[src/rtl/dr_adder_pipe_pkg.sv]
// Dual-rail (NCL) code points and the threshold/hysteresis primitives shared by the adder slices.
// Pure declarations and functions; no state, no latency, no backpressure.
package ncl_pkg;

    typedef logic [1:0] dr_t;

    localparam dr_t DR_NULL = 2'b00;
    localparam dr_t DR_0    = 2'b01;
    localparam dr_t DR_1    = 2'b10;

    function automatic logic is_data(input dr_t d);
        return (d == DR_0) || (d == DR_1);
    endfunction

    function automatic logic is_illegal(input dr_t d);
        return d == 2'b11;
    endfunction

    // Registered hysteresis cell: set wins, then clear, otherwise hold.
    function automatic logic hyst(input logic q, input logic set, input logic clr);
        return set ? 1'b1 : (clr ? 1'b0 : q);
    endfunction

    function automatic logic th23(input logic x, input logic y, input logic z);
        return (x & y) | (x & z) | (y & z);
    endfunction

    // w carries weight 2, threshold 3.
    function automatic logic th34w2(input logic w, input logic x, input logic y, input logic z);
        return (w & (x | y | z)) | (x & y & z);
    endfunction

endpackage

[src/rtl/dr_adder_pipe_if.sv]
// Operand, result and completion bundle of the dual-rail ripple adder.
// master = upstream/downstream environment, slave = the adder.
interface dr_adder_pipe_if
    import ncl_pkg::*;
#(
    parameter int WIDTH = 8
);
    logic [2*WIDTH-1:0] a_dr;
    logic [2*WIDTH-1:0] b_dr;
    dr_t                cin_dr;
    logic               in_comp;
    logic [2*WIDTH-1:0] sum_dr;
    logic               sum_comp;
    dr_t                cout_dr;
    logic               cout_comp;
    logic               code_err;

    modport master (
        output a_dr, b_dr, cin_dr, sum_comp, cout_comp,
        input  in_comp, sum_dr, cout_dr, code_err
    );

    modport slave (
        input  a_dr, b_dr, cin_dr, sum_comp, cout_comp,
        output in_comp, sum_dr, cout_dr, code_err
    );
endinterface

[src/rtl/dr_adder_pipe_fa_slice.sv]
// One dual-rail full-adder bit: carry cell, sum-tree cell and sum register, one clock each;
// the sum register stalls while sum_comp disagrees. NULL play-ahead under NCL_NULL_PLAYAHEAD_EN.
module dr_fa_slice
    import ncl_pkg::*;
(
    input  logic clk,
    input  logic init,
    input  dr_t  a,
    input  dr_t  b,
    input  dr_t  cin,
    input  logic sum_comp,
    output dr_t  cout,
    output dr_t  sum
);
    dr_t  c_q;
    dr_t  ts_q;
    dr_t  s_q;
    dr_t  c_nxt;
    dr_t  ts_nxt;
    dr_t  s_nxt;
    logic ab_null;

    always_comb begin
`ifdef NCL_NULL_PLAYAHEAD_EN
        ab_null = (a == DR_NULL) && (b == DR_NULL);
`else
        ab_null = 1'b0;
`endif
        c_nxt[0]  = hyst(c_q[0], th23(a[0], b[0], cin[0]), ab_null | ~(a[0] | b[0] | cin[0]));
        c_nxt[1]  = hyst(c_q[1], th23(a[1], b[1], cin[1]), ab_null | ~(a[1] | b[1] | cin[1]));
        // Each sum rail is gated by the opposite carry-out rail, which keeps it from firing early.
        ts_nxt[0] = hyst(ts_q[0], th34w2(c_q[1], cin[0], b[0], a[0]),
                         ab_null | ~(c_q[1] | cin[0] | b[0] | a[0]));
        ts_nxt[1] = hyst(ts_q[1], th34w2(c_q[0], cin[1], b[1], a[1]),
                         ab_null | ~(c_q[0] | cin[1] | b[1] | a[1]));
        s_nxt[0]  = hyst(s_q[0], ts_q[0] & ~sum_comp, ~ts_q[0] & sum_comp);
        s_nxt[1]  = hyst(s_q[1], ts_q[1] & ~sum_comp, ~ts_q[1] & sum_comp);
    end

    always_ff @(posedge clk) begin
        if (init) begin
            c_q  <= DR_NULL;
            ts_q <= DR_NULL;
            s_q  <= DR_NULL;
        end else begin
            c_q  <= c_nxt;
            ts_q <= ts_nxt;
            s_q  <= s_nxt;
        end
    end

    assign cout = c_q;
    assign sum  = s_q;

endmodule

[src/rtl/dr_adder_pipe.sv]
// WIDTH-bit clocked dual-rail ripple adder; DATA completes by edge WIDTH+3, acks stall the output
// registers without loss. NCL_NULL_PLAYAHEAD_EN makes the NULL wave a fixed 3 clocks.
module dr_adder_pipe
    import ncl_pkg::*;
#(
    parameter int WIDTH = 8
) (
    input  logic           clk,
    input  logic           init,
    dr_adder_pipe_if.slave bus
);
    dr_t                carry [WIDTH+1];
    logic [2*WIDTH-1:0] sum_w;
    logic [WIDTH-1:0]   dig_vld;
    dr_t                cout_q;
    dr_t                cout_nxt;
    logic               in_comp_q;
    logic               in_comp_nxt;
    logic               code_err_q;
    logic               illegal;
    logic               cout_vld;
    logic               all_data;
    logic               all_null;

    assign carry[0] = bus.cin_dr;

    for (genvar gi = 0; gi < WIDTH; gi++) begin : g_slice
        dr_fa_slice u_slice (
            .clk      (clk),
            .init     (init),
            .a        (bus.a_dr[2*gi +: 2]),
            .b        (bus.b_dr[2*gi +: 2]),
            .cin      (carry[gi]),
            .sum_comp (bus.sum_comp),
            .cout     (carry[gi+1]),
            .sum      (sum_w[2*gi +: 2])
        );
        assign dig_vld[gi] = |sum_w[2*gi +: 2];
    end

    always_comb begin
        cout_vld    = |cout_q;
        all_data    = (&dig_vld) & cout_vld;
        all_null    = ~(|dig_vld) & ~cout_vld;
        in_comp_nxt = hyst(in_comp_q, all_data, all_null);
        cout_nxt[0] = hyst(cout_q[0], carry[WIDTH][0] & ~bus.cout_comp, ~carry[WIDTH][0] & bus.cout_comp);
        cout_nxt[1] = hyst(cout_q[1], carry[WIDTH][1] & ~bus.cout_comp, ~carry[WIDTH][1] & bus.cout_comp);
        illegal     = is_illegal(bus.cin_dr);
        for (int i = 0; i < WIDTH; i++) begin
            illegal = illegal | is_illegal(bus.a_dr[2*i +: 2]) | is_illegal(bus.b_dr[2*i +: 2]);
        end
    end

    always_ff @(posedge clk) begin
        if (init) begin
            cout_q     <= DR_NULL;
            in_comp_q  <= 1'b0;
            code_err_q <= 1'b0;
        end else begin
            cout_q     <= cout_nxt;
            in_comp_q  <= in_comp_nxt;
            code_err_q <= code_err_q | illegal;
        end
    end

    assign bus.sum_dr   = sum_w;
    assign bus.cout_dr  = cout_q;
    assign bus.in_comp  = in_comp_q;
    assign bus.code_err = code_err_q;

endmodule

[src/flat_wrapper.sv]
// flat-port wrapper written by rule: the top's interface ports become plain ports
module dr_adder_pipe_flat import ncl_pkg::*;
#(
    parameter int WIDTH = 8
)
  (clk, init, bus_a_dr, bus_b_dr, bus_cin_dr, bus_sum_comp, bus_cout_comp, bus_in_comp, bus_sum_dr, bus_cout_dr, bus_code_err);
  dr_adder_pipe_if #(.WIDTH(WIDTH)) bus_i ();
  input  logic clk;
  input  logic init;
  input wire logic [$bits(bus_i.a_dr)-1:0] bus_a_dr;
  input wire logic [$bits(bus_i.b_dr)-1:0] bus_b_dr;
  input wire logic [$bits(bus_i.cin_dr)-1:0] bus_cin_dr;
  input wire logic [$bits(bus_i.sum_comp)-1:0] bus_sum_comp;
  input wire logic [$bits(bus_i.cout_comp)-1:0] bus_cout_comp;
  output wire logic [$bits(bus_i.in_comp)-1:0] bus_in_comp;
  output wire logic [$bits(bus_i.sum_dr)-1:0] bus_sum_dr;
  output wire logic [$bits(bus_i.cout_dr)-1:0] bus_cout_dr;
  output wire logic [$bits(bus_i.code_err)-1:0] bus_code_err;
  assign bus_i.a_dr = bus_a_dr;
  assign bus_i.b_dr = bus_b_dr;
  assign bus_i.cin_dr = bus_cin_dr;
  assign bus_i.sum_comp = bus_sum_comp;
  assign bus_i.cout_comp = bus_cout_comp;
  assign bus_in_comp = bus_i.in_comp;
  assign bus_sum_dr = bus_i.sum_dr;
  assign bus_cout_dr = bus_i.cout_dr;
  assign bus_code_err = bus_i.code_err;
  dr_adder_pipe #(.WIDTH(WIDTH)) u_core (.clk(clk), .init(init), .bus(bus_i));
endmodule
[config.mk]
export PLATFORM = sky130hd
export DESIGN_NAME = dr_adder_pipe_flat
export DESIGN_NICKNAME = d
export VERILOG_FILES = /design/src/rtl/dr_adder_pipe_pkg.sv /design/src/rtl/dr_adder_pipe_if.sv /design/src/rtl/dr_adder_pipe_fa_slice.sv /design/src/rtl/dr_adder_pipe.sv /design/src/flat_wrapper.sv
export SDC_FILE = /design/constraint.sdc
export NUM_CORES = 1
export LEC_CHECK = 0
export ABC_AREA = 1
export CORE_ASPECT_RATIO = 0.6
export CORE_MARGIN = 2
export CORE_UTILIZATION = 40
export DETAILED_ROUTE_END_ITERATION = 8
export DONT_BUFFER_PORTS = 1
export GPL_ROUTABILITY_DRIVEN = 0
export GPL_TIMING_DRIVEN = 0
export PLACE_DENSITY = 0.54
export SETUP_SLACK_MARGIN = 0.2
export SLEW_MARGIN = 30
export SYNTH_ARGS = -nofsm -noshare
export SYNTH_HDL_FRONTEND = slang
export SYNTH_SLANG_ARGS = --single-unit
[constraint.sdc]
create_clock -name clk -period 1.48 [get_ports clk]
set_input_delay 0.296 -clock clk [delete_from_list [all_inputs] [get_ports clk]]
set_output_delay 0.296 -clock clk [all_outputs]
set_load 0.05 [all_outputs]
==> metrics.md, run 1 <==
| Metric | Value |
|---|---|
| Nets | `438` |
| Largest net degree at the start of global routing | `17` |
| Via count of the first global-routing pass | `2131` |
| WL final | `6710 um` |
| Ys flop type | `dfxtp_1` |
| Worst-Margin Slew | `0.520 ns` |
| Clock Latency Late Sink | `0.29 ns` |
| CTS clk-pin slew, worst paths | `0.07 ns` |
| Initial antenna violation count | `0` |
| CTS tree | `built` |
| Clk_skew | `0.00427 ns` |
| Cell count after synthesis | `375` |
| Total GRT Usage | `18.9%` |
| Congestion Overflow GR | `0` |
| Power density over cell area | `1250 nW/um2` |
| First-pass GRT wire length | `10500 um` |
| Synth Area in XOR/XNOR | `0%` |
| # DRC | `0` |
| Post-synthesis simple-gate area fraction | `18.7%` |
| Worst Setup Path Type | `reg -> out` |
| Drt initial violations | `136` |
| Synth Area in Compound Gates | `25.1%` |
| Seq/Total Area, Yosys | `38.3%` |
| Max FO, Critical Path | `2` |
| Detailed Routing Iterations Pass 1 | `4` |
| Status | `complete, no violations` |
| Rows | `23` |
| VDD IR max | `705 uV` |
| Syn Nets | `431` |
| Chip height | `67.8 um` |
| Port Buffers | `0` |
| Top sig layer | `met4` |
| Main combinational cell family by area after synthesis | `compound AO/OA/AOI/OAI gates` |
| Number of flops mapped to enable cells by yosys | `0` |
| Core ar. | `6620 um2` |
| Crit end category | `primary output` |
| Seq pwr share | `52.3%` |
| Req. time, crit path | `1.18 ns` |
| Yosys top cell area share | `38.3%` |
| Part of the cycle the worst path needs | `83.2%` |
| CTS Buf Count | `5` |
| Vias/cell | `5.03` |
| Warnings, synthesis | `0` |
| WL met3 | `535 um` |
| Worst hold-check path type | `in -> reg` |
| Reg2Reg Depth | `6` |
| Switching pwr | `1240 uW` |
| LEAKAGE | `0.00131 uW` |
| Synth cell types | `21` |
| Setup TNS | `0 ns` |
| DIE AREA | `7490 um2` |
| Root Buffer Master | `clkbuf_16` |
| Hold depth | `2` |
| Hold EP | `u_core.g_slice[6].u_slice.ts_q[1]$_SDFFE_PP0P_` |
| WHS | `0.169 ns` |
| Flop2flop setup slack | `0.29 ns` |
| Synth async-reset ratio | `0%` |
| H-tree depth | `2` |
| Antenna Nets Post-Route | `0` |
| Combinational share of power | `16.0%` |
| Period minus WS final | `1.23 ns` |
| Yosys reg bits | `52` |
| CP arrival | `0.93 ns` |
| Vias | `2364` |
| Dpl cells | `462` |
| Clock share of power | `31.7%` |
| Mapped Avg Cell Area | `7.24 um2` |
| DP HPWL | `5280 um` |
| Switching Share | `33.1%` |
| Max clock buf depth | `2` |
| Area Growth Syn to Fin | `10.4%` |
| Starting Density | `41.0%` |
| Clk sink count | `52` |
| HP Start | `bus_a_dr[13]` |
| FF-to-FF End | `u_core.bus.in_comp$_SDFFE_PP0P_` |
| Share of cells above drive strength 1 | `13.8%` |
| Routed wl met2 | `2680 um` |
| Chip width | `110 um` |
| CP Launch Type | `register` |
| Synth top cells by count | `nand2_1 (70), inv_1 (54), dfxtp_1 (52), a21oi_1 (43), o21ai_0 (38)` |
| Drt wl/cell | `14.3 um` |
| Most common cell in the synthesized netlist | `nand2_1` |
| I/O pin count | `58` |
| Setup violations, final | `0` |
| RSZ-0062 raised after global routing | `false` |
| Synthesized area | `2720 um2` |
| Slew Limit Fails | `0` |
| Adder-cell share of the synthesized area | `8.29%` |
| Metal-1 WL | `3420 um` |
| Top post-synthesis cells by area | `dfxtp_1 (38%), nand2_1 (9.7%), ha_1 (8.3%)` |
| Endpoints failing hold | `0` |
| R2R Path Start | `u_core.g_slice[7].u_slice.sum[1]$_SDFFE_PP0P_` |
| MaxCap Viol Count | `0` |
| Post-synthesis mux area share | `0%` |
| Fmax | `812 MHz` |
| Area leader, netlist | `dfxtp_1` |
| Non-filler cells, final | `470` |
| Internal power | `2500 uW` |
| Slew HR | `65.3%` |
| ANT cells | `0` |
[through the flow]
step	total power, uW	setup WS, ns	cell area [um2]	util, %
finish	3730	0.249	3000	45.3
global route	3940	0.209	3000	45.3
CTS	3760	0.203	2990	45.1
detailed placement	2570	0.0421	2830	42.7
global placement	2550	0.0448	2830	42.7
floorplan	2410	0.277	2720	-
[state kept, by name, indices dropped and copies added (netlist names)]
signal	count
u_core.g_slice.u_slice.ts_q	16
u_core.bus.cout_dr	2
u_core.bus.in_comp	1
u_core.g_slice.u_slice.sum	16
u_core.g_slice.u_slice.cout	16
u_core.bus.code_err	1
[layer usage]
layer  up-vias  track usage [%]
li1       1268                -
met1      1033             27.4
met2        56             26.4
met3         7             6.38
met4         0             5.31
met5         -                0
[layout make-up]
class | instances | area, um2
Tap cell | 87 | 109
Clock buffer | 8 | 146
Buffer | 5 | 41.3
Fill cell | 685 | 3620
Sequential cell | 52 | 1060
Multi-Input combinational cell | 261 | 1420
Inverter | 57 | 223
[cell families (layout without fill, tap and decap cells)]
kind of cell,count (synthesis),count (layout)
and+or+nand+nor,125,125
DFF,52,52
adders and majority gates,18,18
buffers and inverters,62,70
AOI/OAI and AO/OA,118,118
[worst max path at each step]
stage | end | cells after the start | startpoint | slack (ns)
2_1_floorplan | u_core.g_slice[6].u_slice.sum[0]$_SDFFE_PP0P_ | 4 | bus_sum_comp | 0.28
3_3_place_gp | u_core.g_slice[5].u_slice.sum[1]$_SDFFE_PP0P_ | 4 | bus_sum_comp | 0.04
3_5_place_dp | u_core.g_slice[7].u_slice.sum[0]$_SDFFE_PP0P_ | 4 | bus_sum_comp | 0.04
4_1_cts | u_core.bus.in_comp$_SDFFE_PP0P_ | 6 | u_core.g_slice[4].u_slice.sum[1]$_SDFFE_PP0P_ | 0.20
5_1_grt | u_core.bus.in_comp$_SDFFE_PP0P_ | 6 | u_core.g_slice[7].u_slice.sum[1]$_SDFFE_PP0P_ | 0.21
6_report | bus_code_err | 0 | u_core.bus.code_err$_SDFF_PP0_ | 0.25
[placed cells by master, fill, tap and decap left out]
| master | instances |
|---|---|
| nand3_1 | 16 |
| o21ai_2 | 9 |
| o21ai_1 | 2 |
| buf_6 | 1 |
| nor3_2 | 2 |
| clkbuf_8 | 1 |
| nand2_1 | 70 |
| clkbuf_1 | 2 |
| a22oi_1 | 2 |
| inv_1 | 53 |
| nand3b_1 | 1 |
| buf_2 | 3 |
| dfxtp_2 | 18 |
| o21ai_0 | 38 |
| inv_2 | 2 |
| buf_8 | 1 |
| dfxtp_1 | 34 |
| nor2_1 | 35 |
| nand4_1 | 1 |
| ha_1 | 18 |
| a21oi_1 | 43 |
| a31oi_1 | 15 |
| a21oi_2 | 9 |
| clkinv_4 | 1 |
| clkinvlp_4 | 1 |
| clkbuf_16 | 5 |
[power by group through the flow]
stage / Sequential (uW) / Clock, uW / Combinational (uW)
after floorplan: 1910 / 0 / 495
after global placement: 1970 / 0 / 579
after detailed placement: 1970 / 0 / 595
after CTS: 1950 / 1210 / 597
after global routing: 1980 / 1270 / 693
final: 1950 / 1180 / 596
[repair_timing]
item	in CTS	in global routing
endpoints found under the setup margin	1	4
buffers inserted	0	0
resized for setup	11	8
hold buffers	0	0
Power figures use the tool's default switching activity.
==> inputs of run 2 (changes only) <==
--- a/config.mk
+++ b/config.mk
@@ -13,7 +13,7 @@
 export DONT_BUFFER_PORTS = 1
 export GPL_ROUTABILITY_DRIVEN = 0
 export GPL_TIMING_DRIVEN = 0
-export PLACE_DENSITY = 0.54
+export PLACE_DENSITY = 0.56
 export SETUP_SLACK_MARGIN = 0.2
 export SLEW_MARGIN = 30
 export SYNTH_ARGS = -nofsm -noshare
==> constraint.sdc (replaced) <==
create_clock -name clk -period 1.1 [get_ports clk]
set_input_delay 0.22 -clock clk [delete_from_list [all_inputs] [get_ports clk]]
set_output_delay 0.22 -clock clk [all_outputs]
set_load 0.05 [all_outputs]
==> metrics.md, run 2 (same netlist as run 1, synthesis figures left out) <==
| Metric | Value |
|---|---|
| Status | `complete, no violations` |
| Total GRT Usage | `20.0% (+1.1 points)` |
| CP Launch Type | `register` |
| Max clock buf depth | `2 (unchanged)` |
| Vias/cell | `5.28 (+5.1%)` |
| LEAKAGE | `0.00134 uW (+2.9%)` |
| Starting Density | `41.0% (unchanged)` |
| Slew Limit Fails | `0 (unchanged)` |
| DP HPWL | `5210 um (-1.4%)` |
| CTS hold repair buffers | `0 (unchanged)` |
| CTS tree | `built` |
| Nets | `439 (+0.23%)` |
| Drt initial violations | `124 (-8.8%)` |
| CP arrival | `1.25 ns (+0.32 ns)` |
| Max FO, Critical Path | `3 (+1)` |
| Chip width | `110 um (unchanged)` |
| Vias | `2489 (+5.3%)` |
| Multi-input logic area | `1640 um2 (+16%)` |
| Total Power | `5250 uW (+41%)` |
| Drt wl/cell | `15.3 um (+7.0%)` |
| Area Growth Syn to Fin | `23.3%` |
| Detailed Routing Iterations Pass 1 | `4 (unchanged)` |
| Worst-Margin Slew | `0.252 ns (-0.268 ns)` |
| Most frequent CP cell | `nor2_1` |
| Req. time, crit path | `1.33 ns (+0.15 ns)` |
| Power density over cell area | `1570 nW/um2 (+26%)` |
| Sequential Area | `1170 um2 (+9.8%)` |
| Share of cells above drive strength 1 | `30.7% (+17 points)` |
| Slowest-stage cell, CP | `dfxtp_4` |
| H-tree depth | `2 (unchanged)` |
| Via count of the first global-routing pass | `2197 (+3.1%)` |
| DIE AREA | `7490 um2 (unchanged)` |
| Placement Setup Slack | `-0.162 ns (-0.204 ns)` |
| Clk sink count | `52 (unchanged)` |
| Rows | `23 (unchanged)` |
| Antenna Nets Post-Route | `0 (unchanged)` |
| Most frequent cells in the layout | `nand2_1 (64), inv_1 (53), a21oi_1 (42), o21ai_0 (29), dfxtp_4 (27)` |
| Fillers | `634 (-7.4%)` |
| Final worst slack | `0.0772 ns (-0.172 ns)` |
| Endpoints failing hold | `0 (unchanged)` |
| Clk_skew | `0.00204 ns (-0.00223 ns)` |
| Commonest non-fill, non-tap cell in the layout | `nand2_1` |
| CTS Buf Count | `5 (unchanged)` |
| Part of the cycle the worst path needs | `93.0%` |
| Fmax | `978 MHz` |
| CTS clk-pin slew, worst paths | `0.07 ns (about the same)` |
| Root Buffer Master | `clkbuf_16` |
| Core ar. | `6620 um2 (unchanged)` |
| Clock Latency Late Sink | `0.29 ns (about the same)` |
| Setup violations, final | `0 (unchanged)` |
| Period minus WS final | `1.02 ns` |
| Initial antenna violation count | `0 (unchanged)` |
| Slew HR | `83.2% (+18 points)` |
| # DRC | `0 (unchanged)` |
| Crit-path cells | `nor2_4 -> nor2_2 -> nand3_1 -> nor2_1 -> nor2_1 -> nor2_1` |
| I/O pin count | `58 (unchanged)` |
| MaxCap Viol Count | `0 (unchanged)` |
| Port Buffers | `0 (unchanged)` |
| CP max stage delay | `0.46 ns` |
| Worst Setup Path Type | `reg -> reg` |
| First-pass GRT wire length | `10900 um (+4.6%)` |
| WL final | `7190 um (+7.2%)` |
| Fin util | `50.6% (+5.3 points)` |
| RSZ-0062 raised after global routing | `true` |
| Congestion Overflow GR | `0 (unchanged)` |
| Chip height | `67.8 um (unchanged)` |
| ANT cells | `0 (unchanged)` |
| Crit end category | `register` |
| Worst hold-check path type | `in -> reg` |
| Largest net degree at the start of global routing | `17 (unchanged)` |
| VDD IR max | `695 uV (-1.5%)` |
[run 2: path summary, 6_finish.rpt]
path | startpoint | endpoint | slack (ns) | cells past startpoint
setup / recovery | u_core.g_slice[6].u_slice.sum[1]$_SDFFE_PP0P_ | u_core.bus.in_comp$_SDFFE_PP0P_ | 0.08 | 6
hold / removal | bus_b_dr[14] | u_core.g_slice[7].u_slice.cout[0]$_SDFFE_PP0P_ | 0.08 | 2
setup reg to reg | u_core.g_slice[6].u_slice.sum[1]$_SDFFE_PP0P_ | u_core.bus.in_comp$_SDFFE_PP0P_ | 0.08 | 6
hold reg to reg | u_core.g_slice[6].u_slice.cout[1]$_SDFFE_PP0P_ | u_core.g_slice[6].u_slice.ts_q[0]$_SDFFE_PP0P_ | 0.49 | 2
[run 2: timing repair]
| item | CTS | global route |
|---|---|---|
| endpoints found under the setup margin | 46 | 58 |
| buffers inserted | 1 | 0 |
| pin swaps | 3 | 25 |
| gates resized for setup | 50 | 54 |
[run 2: routing by layer]
layer / wire length, um / GRT usage [%] / vias up
li1: - / - / 1272
met1: 3420 / 27.0 / 1149
met2: 3160 / 30.6 / 60
met3: 525 / 6.86 / 8
met4: 84 / 5.63 / 0
met5: 0 / 0 / -
[run 2: power breakdown]
part	internal [uW]	leakage, uW	switching, uW
sequential	2140	0.000454	559
combinational	436	0.000819	509
clock	910	0.0000712	695
total	3480	0.00134	1760
[run 2: metrics by stage]
stage,setup TNS (ns),hold WS (ns),instances,instance area [um2]
after detailed placement,-2.26,0.401,462,2850
final,0,0.0823,471,3350
after floorplan,0,0.385,375,2740
after global placement,-2.45,0.397,462,2850
after global routing,0,0.0860,471,3350
after CTS,0,0.0888,471,3220
[run 2: critical path: cells and delay by family (launching register included)]
kind / cells / cell delay (ns)
flip-flops: 1 / 0.46
AND/OR/NAND/NOR: 6 / 0.50
[run 2: final cells by class]
type / instances / share of cell area (%)
plain buffers: 5 / 1.23
clock buffers: 8 / 4.37
inverters: 57 / 6.65
multi-input cells: 261 / 49.0
flip-flops and latches: 52 / 34.9
well taps: 87 / 3.25
repair buffers: 1 / 0.598
